[config.mk]
export PLATFORM = sky130hd
export DESIGN_NAME = div_n_flat
export DESIGN_NICKNAME = d
export VERILOG_FILES = /design/src/rtl/div_n_if.sv /design/src/rtl/div_n.sv /design/src/flat_wrapper.sv
export SDC_FILE = /design/constraint.sdc
export NUM_CORES = 1
export LEC_CHECK = 0
export CAP_MARGIN = 20
export CORE_MARGIN = 1
export CORE_UTILIZATION = 40
export CTS_CLUSTER_DIAMETER = 100
export DETAILED_ROUTE_END_ITERATION = 8
export GPL_TIMING_DRIVEN = 0
export PLACE_DENSITY_LB_ADDON = 0.05
export SLEW_MARGIN = 20
export SYNTH_ARGS = -nofsm -noshare
export SYNTH_HDL_FRONTEND = slang
export SYNTH_SLANG_ARGS = --single-unit
export TNS_END_PERCENT = 20
[constraint.sdc]
create_clock -name clk -period 6.35 [get_ports clk]
set_input_delay 1.27 -clock clk [delete_from_list [all_inputs] [get_ports clk]]
set_output_delay 1.27 -clock clk [all_outputs]
set_load 0.02 [all_outputs]
[src/rtl/div_n_if.sv]
// Start/ready handshake bundle between the calculator front end and the div_n divider.
interface div_n_if #(
   parameter int unsigned N = 8
);
   logic         start;
   logic [N-1:0] a;
   logic [N-1:0] b;
   logic [N-1:0] div;
   logic [N-1:0] mod;
   logic         rdy;
   logic         div_err;

   modport master (output start, a, b, input div, mod, rdy, div_err);
   modport slave  (input start, a, b, output div, mod, rdy, div_err);
endinterface

[src/rtl/div_n.sv]
// Sequential restoring unsigned divider, one quotient bit per clock.
// Optional macro DIV_N_BUSY_EN adds a registered busy output (high in CALC/DONE).
module div_n #(
   parameter int unsigned N = 8
) (
   input  logic    clk,
   input  logic    reset,
   div_n_if.slave  bus
`ifdef DIV_N_BUSY_EN
   ,
   output logic    busy
`endif
);
   localparam int unsigned CW = $clog2(N + 1);

   typedef enum logic [1:0] {IDLE, CALC, DONE} state_t;

   state_t        state;
   logic [N-1:0]  quot;
   logic [N-1:0]  rem;
   logic [N-1:0]  bq;
   logic [CW-1:0] cnt;
   logic          zdiv;
   logic [N-1:0]  div_q;
   logic [N-1:0]  mod_q;
   logic          rdy_q;
   logic          err_q;
   logic          busy_q;

   logic [N:0]    trial;
   logic          fits;
   logic [N-1:0]  rem_nx;
   logic [N-1:0]  quot_nx;

   // One restoring step: N+1 bit trial remainder so the compare never overflows.
   always_comb begin
      trial   = {rem, quot[N-1]};
      fits    = (trial >= {1'b0, bq});
      rem_nx  = trial[N-1:0];
      if (fits) rem_nx = N'(trial - {1'b0, bq});
      quot_nx = {quot[N-2:0], fits};
   end

   // A zero divisor runs a single dummy step so rdy lands one edge after acceptance.
   always_ff @(posedge clk or negedge reset) begin
      if (!reset) begin
         state  <= IDLE;
         quot   <= '0;
         rem    <= '0;
         bq     <= '0;
         cnt    <= '0;
         zdiv   <= 1'b0;
         div_q  <= '0;
         mod_q  <= '0;
         rdy_q  <= 1'b0;
         err_q  <= 1'b0;
         busy_q <= 1'b0;
      end else begin
         rdy_q <= 1'b0;
         case (state)
            IDLE: begin
               if (bus.start) begin
                  bq     <= bus.b;
                  quot   <= bus.a;
                  rem    <= '0;
                  zdiv   <= (bus.b == '0);
                  cnt    <= (bus.b == '0) ? CW'(1) : CW'(N);
                  busy_q <= 1'b1;
                  state  <= CALC;
               end
            end
            CALC: begin
               quot <= quot_nx;
               rem  <= rem_nx;
               cnt  <= cnt - CW'(1);
               if (cnt == CW'(1)) begin
                  rdy_q <= 1'b1;
                  state <= DONE;
                  if (zdiv) begin
                     div_q <= '1;
                     mod_q <= quot;
                     err_q <= 1'b1;
                  end else begin
                     div_q <= quot_nx;
                     mod_q <= rem_nx;
                     err_q <= 1'b0;
                  end
               end
            end
            DONE: begin
               busy_q <= 1'b0;
               state  <= IDLE;
            end
            default: state <= IDLE;
         endcase
      end
   end

   assign bus.div     = div_q;
   assign bus.mod     = mod_q;
   assign bus.rdy     = rdy_q;
   assign bus.div_err = err_q;

`ifdef DIV_N_BUSY_EN
   assign busy = busy_q;
`else
   logic unused_busy;
   assign unused_busy = busy_q;
`endif
endmodule

[src/flat_wrapper.sv]
// flat-port wrapper written by rule: the top's interface ports become plain ports
module div_n_flat 
#(
   parameter int unsigned N = 8
)
  (clk, reset, bus_start, bus_a, bus_b, bus_div, bus_mod, bus_rdy, bus_div_err);
  div_n_if #(.N(N)) bus_i ();
  input  logic clk;
  input  logic reset;
  input wire logic [$bits(bus_i.start)-1:0] bus_start;
  input wire logic [$bits(bus_i.a)-1:0] bus_a;
  input wire logic [$bits(bus_i.b)-1:0] bus_b;
  output wire logic [$bits(bus_i.div)-1:0] bus_div;
  output wire logic [$bits(bus_i.mod)-1:0] bus_mod;
  output wire logic [$bits(bus_i.rdy)-1:0] bus_rdy;
  output wire logic [$bits(bus_i.div_err)-1:0] bus_div_err;
  assign bus_i.start = bus_start;
  assign bus_i.a = bus_a;
  assign bus_i.b = bus_b;
  assign bus_div = bus_i.div;
  assign bus_mod = bus_i.mod;
  assign bus_rdy = bus_i.rdy;
  assign bus_div_err = bus_i.div_err;
  div_n #(.N(N)) u_core (.clk(clk), .reset(reset), .bus(bus_i));
endmodule
==> results.sh <==
export IMPL_fin_skew_ps=5.08
export IMPL_worst_slew_pin_slew_ps=635
export IMPL_gr_total_overflow=0
export IMPL_synth_flop_cell="dfrtp_1"
export IMPL_r2r_slack_ps=3850
export IMPL_clock_tree_root_cell="clkbuf_8"
export IMPL_worst_slack_ps=3390
export IMPL_core_um2=6030
export IMPL_ys_warn_count=0
export IMPL_hp_class="flip-flop to flip-flop"
export IMPL_maxSlewViolCount=0
export IMPL_synth_top_area_share_pct=48.1
export IMPL_pwr_density_cell_nw_per_um2=589
export IMPL_syn_nets=303
export IMPL_fmax_mhz=337
export IMPL_remaining_drc_errors=0
export IMPL_die_area_um2=6690
export IMPL_synth_edf_count=0
export IMPL_clock_path_buffers=2
export IMPL_post_place_ws_ps=3050
export IMPL_ff2ff_path_depth=7
export IMPL_clk_latency_ps=300
export IMPL_wl_per_cell_um=14.7
export IMPL_postRouteAntennaNets=0
export IMPL_die_y_um=81.8
export IMPL_setup_viol=0
export IMPL_synthArstFlopShare_pct=100
export IMPL_slew_headroom_pct=57.7
export IMPL_avgViaCountPerCell=5.20
export IMPL_holdWs_ps=475
export IMPL_drive_above_1_share_pct=5.36
export IMPL_antenna_cells=0
export IMPL_gp_congestion=0.786
export IMPL_grt_pass1_vias=1977
export IMPL_crit_arrival_ps=3160
export IMPL_fin_crit_ps=2960
export IMPL_syn2layout_area_growth_pct=22.3
export IMPL_crit_chain="clkdlybuf4s50_1, nor2b_1, clkbuf_1, nor2b_1, buf_2, nand3_1, o211a_1"
export IMPL_mappedNetlistArea_um2=2550
export IMPL_syn_avg_cell_area_um2=9.33
export IMPL_required_ps=6550
export IMPL_critPathKind="input pin to flip-flop"
export IMPL_cts_tree="yes"
export IMPL_start_util_pct=42.3
export IMPL_synth_seq_cells=49
export IMPL_crit_fanout=9
export IMPL_grt_start_max_net_pins=50
export IMPL_tns_ps=0
export IMPL_htreeDepth=2
export IMPL_numCtsBuffers=5
export IMPL_hold_path_depth=2
export IMPL_cts_hold_buf=0
export IMPL_grt_setup_unrepaired="false"
export IMPL_drt_initial_drc_count=90
export IMPL_dr_total_vias=2039
export IMPL_synth_area_leaders="dfrtp_1 (48%), nand2_1 (7.4%), o21ai_0 (6.7%)"
export IMPL_fp_dieW_um=81.8
export IMPL_synth_cell_types=44
export IMPL_clock_sinks=49
export IMPL_max_cap_violations=0
export IMPL_hpwl_mm=4.22
export IMPL_post_cts_buffers=0
export IMPL_status="finished clean"
export IMPL_cts_resized=0
export IMPL_min_period_over_period_pct=46.7
export IMPL_yosys_area_top_type="dfrtp_1"
export IMPL_leakagePower_nw=1.38
export IMPL_ys_seq_area_share_pct=48.1
export IMPL_end_kind="flip-flop"
export IMPL_crit_path_frequent_cell="nor2b_1"
export IMPL_totalWireLength_mm=5.76
export IMPL_hold_viol=0
export IMPL_antenna_found_initial=0
export IMPL_cp_start_kind="input pin"
export IMPL_fill_cells=591
export IMPL_peakVddDrop_v=0.000270
export IMPL_ios=37
export IMPL_syn_inst=273
export IMPL_rows=28
export IMPL_cp_slowest_stage_delay_ps=660
export IMPL_portBuffers=36
export IMPL_fin_nets=346
export IMPL_drtPass1Iterations=4
export IMPL_grt_use_total_pct=19.9
export IMPL_clkTransAtPathRegs_ps=90
export IMPL_grt_pass1_wl_mm=9.78
export IMPL_worst_path_max_delay_cell="clkdlybuf4s50_1"
[worst paths after layout]
path,startpoint,to
worst max-delay path,bus_start,u_core.cnt[3]
worst min-delay path,u_core.bus.div[6],u_core.bus.div[6]
worst max register to register,u_core.rem[2],u_core.bus.mod[6]
worst min register to register,u_core.bus.div[6],u_core.bus.div[6]
max in group asynchronous,reset,u_core.rem[4]
min in group asynchronous,reset,u_core.bq[6]
[through the flow]
stage	util, %	total power, W	area (um^2)	instances
2_1_floorplan	-	0.00129	2550	273
3_3_place_gp	49.8	0.00161	3000	384
3_5_place_dp	49.8	0.00162	3000	384
4_1_cts	51.7	0.00185	3120	392
5_1_grt	51.7	0.00200	3120	392
6_report	51.7	0.00183	3120	392
[cell usage after synthesis, drive strengths merged (3+ instances only)]
| cell type | count |
|---|---|
| a21oi | 14 |
| nor2b | 11 |
| buf | 3 |
| ha | 10 |
| dfrtp | 49 |
| clkbuf | 12 |
| nor2 | 7 |
| mux2i | 5 |
| a21o | 3 |
| xnor2 | 3 |
| a22oi | 7 |
| o211ai | 7 |
| o21ai | 35 |
| inv | 14 |
| nand3 | 11 |
| nand2 | 50 |
| o21bai | 3 |
[sequential cells by signal, summed over array words and instances, names as in the netlist, 2 cells and up]
signal / cells
u_core.bq: 8
u_core.quot: 8
u_core.bus.mod: 8
u_core.cnt: 4
u_core.bus.div: 8
u_core.state: 2
u_core.rem: 8
[cells by family (layout without fill, tap and decap cells)]
logic type,count (synthesis),after routing,synth area share [%]
adder cells (fa/ha/maj),11,11,5.70
multiplexers,7,7,3.14
flip-flops,49,49,48.1
AO/OA/AOI/OAI,80,80,19.9
buffers and inverters,30,74,4.81
XOR/XNOR,4,4,1.38
AND/OR/NAND/NOR,92,92,16.9
[worst max-delay path, delay by kind of cell]
family                 cells  cell delay, ps
AND/OR/NAND/NOR            3             540
AO/OA/AOI/OAI              1             170
buffers and inverters      3            1180
[cells in the final DEF (no fill, tap or decap), types with 3 or more instances in the layout]
cell / netlist / final
nor2b_1: 11 / 11
nand3_1: 11 / 11
nor2_1: 7 / 7
clkbuf_8: 0 / 6
a21oi_1: 12 / 12
xnor2_1: 3 / 3
a22oi_1: 7 / 7
clkbuf_1: 12 / 13
ha_1: 10 / 10
inv_1: 14 / 14
mux2i_1: 5 / 5
clkdlybuf4s50_1: 0 / 35
o21bai_1: 3 / 3
dfrtp_1: 49 / 49
o21ai_0: 34 / 34
o211ai_1: 7 / 7
nand2_1: 50 / 50
a21o_1: 3 / 3
[area by class of cell]
class | instances | area [um^2] | share of cell area, %
buffer | 15 | 66.3 | 2.13
clock buffer | 7 | 86.3 | 2.77
clock inverter | 1 | 30.0 | 0.964
inverter | 15 | 56.3 | 1.81
multi-input combinational | 194 | 1200 | 38.5
sequential | 49 | 1230 | 39.4
tap | 75 | 93.8 | 3.01
timing repair buffer | 36 | 358 | 11.5
[where the power goes]
group          switching, W  leakage, nW  internal, W  total (W)
Combinational      0.000559        0.726     0.000472    0.00103
Sequential         0.000109        0.600     0.000462   0.000571
Clock              0.000104       0.0585     0.000129   0.000232
Total              0.000772         1.38      0.00106    0.00183
[routing by layer]
metal / track usage [%] / vias up / wire length, um
met4: 6.49 / 0 / 77
met3: 3.78 / 6 / 204
met1: 29.2 / 955 / 3030
li1: - / 1042 / -
met5: 0 / - / 0
met2: 29.4 / 36 / 2440
(Power assumes the default switching activity.)
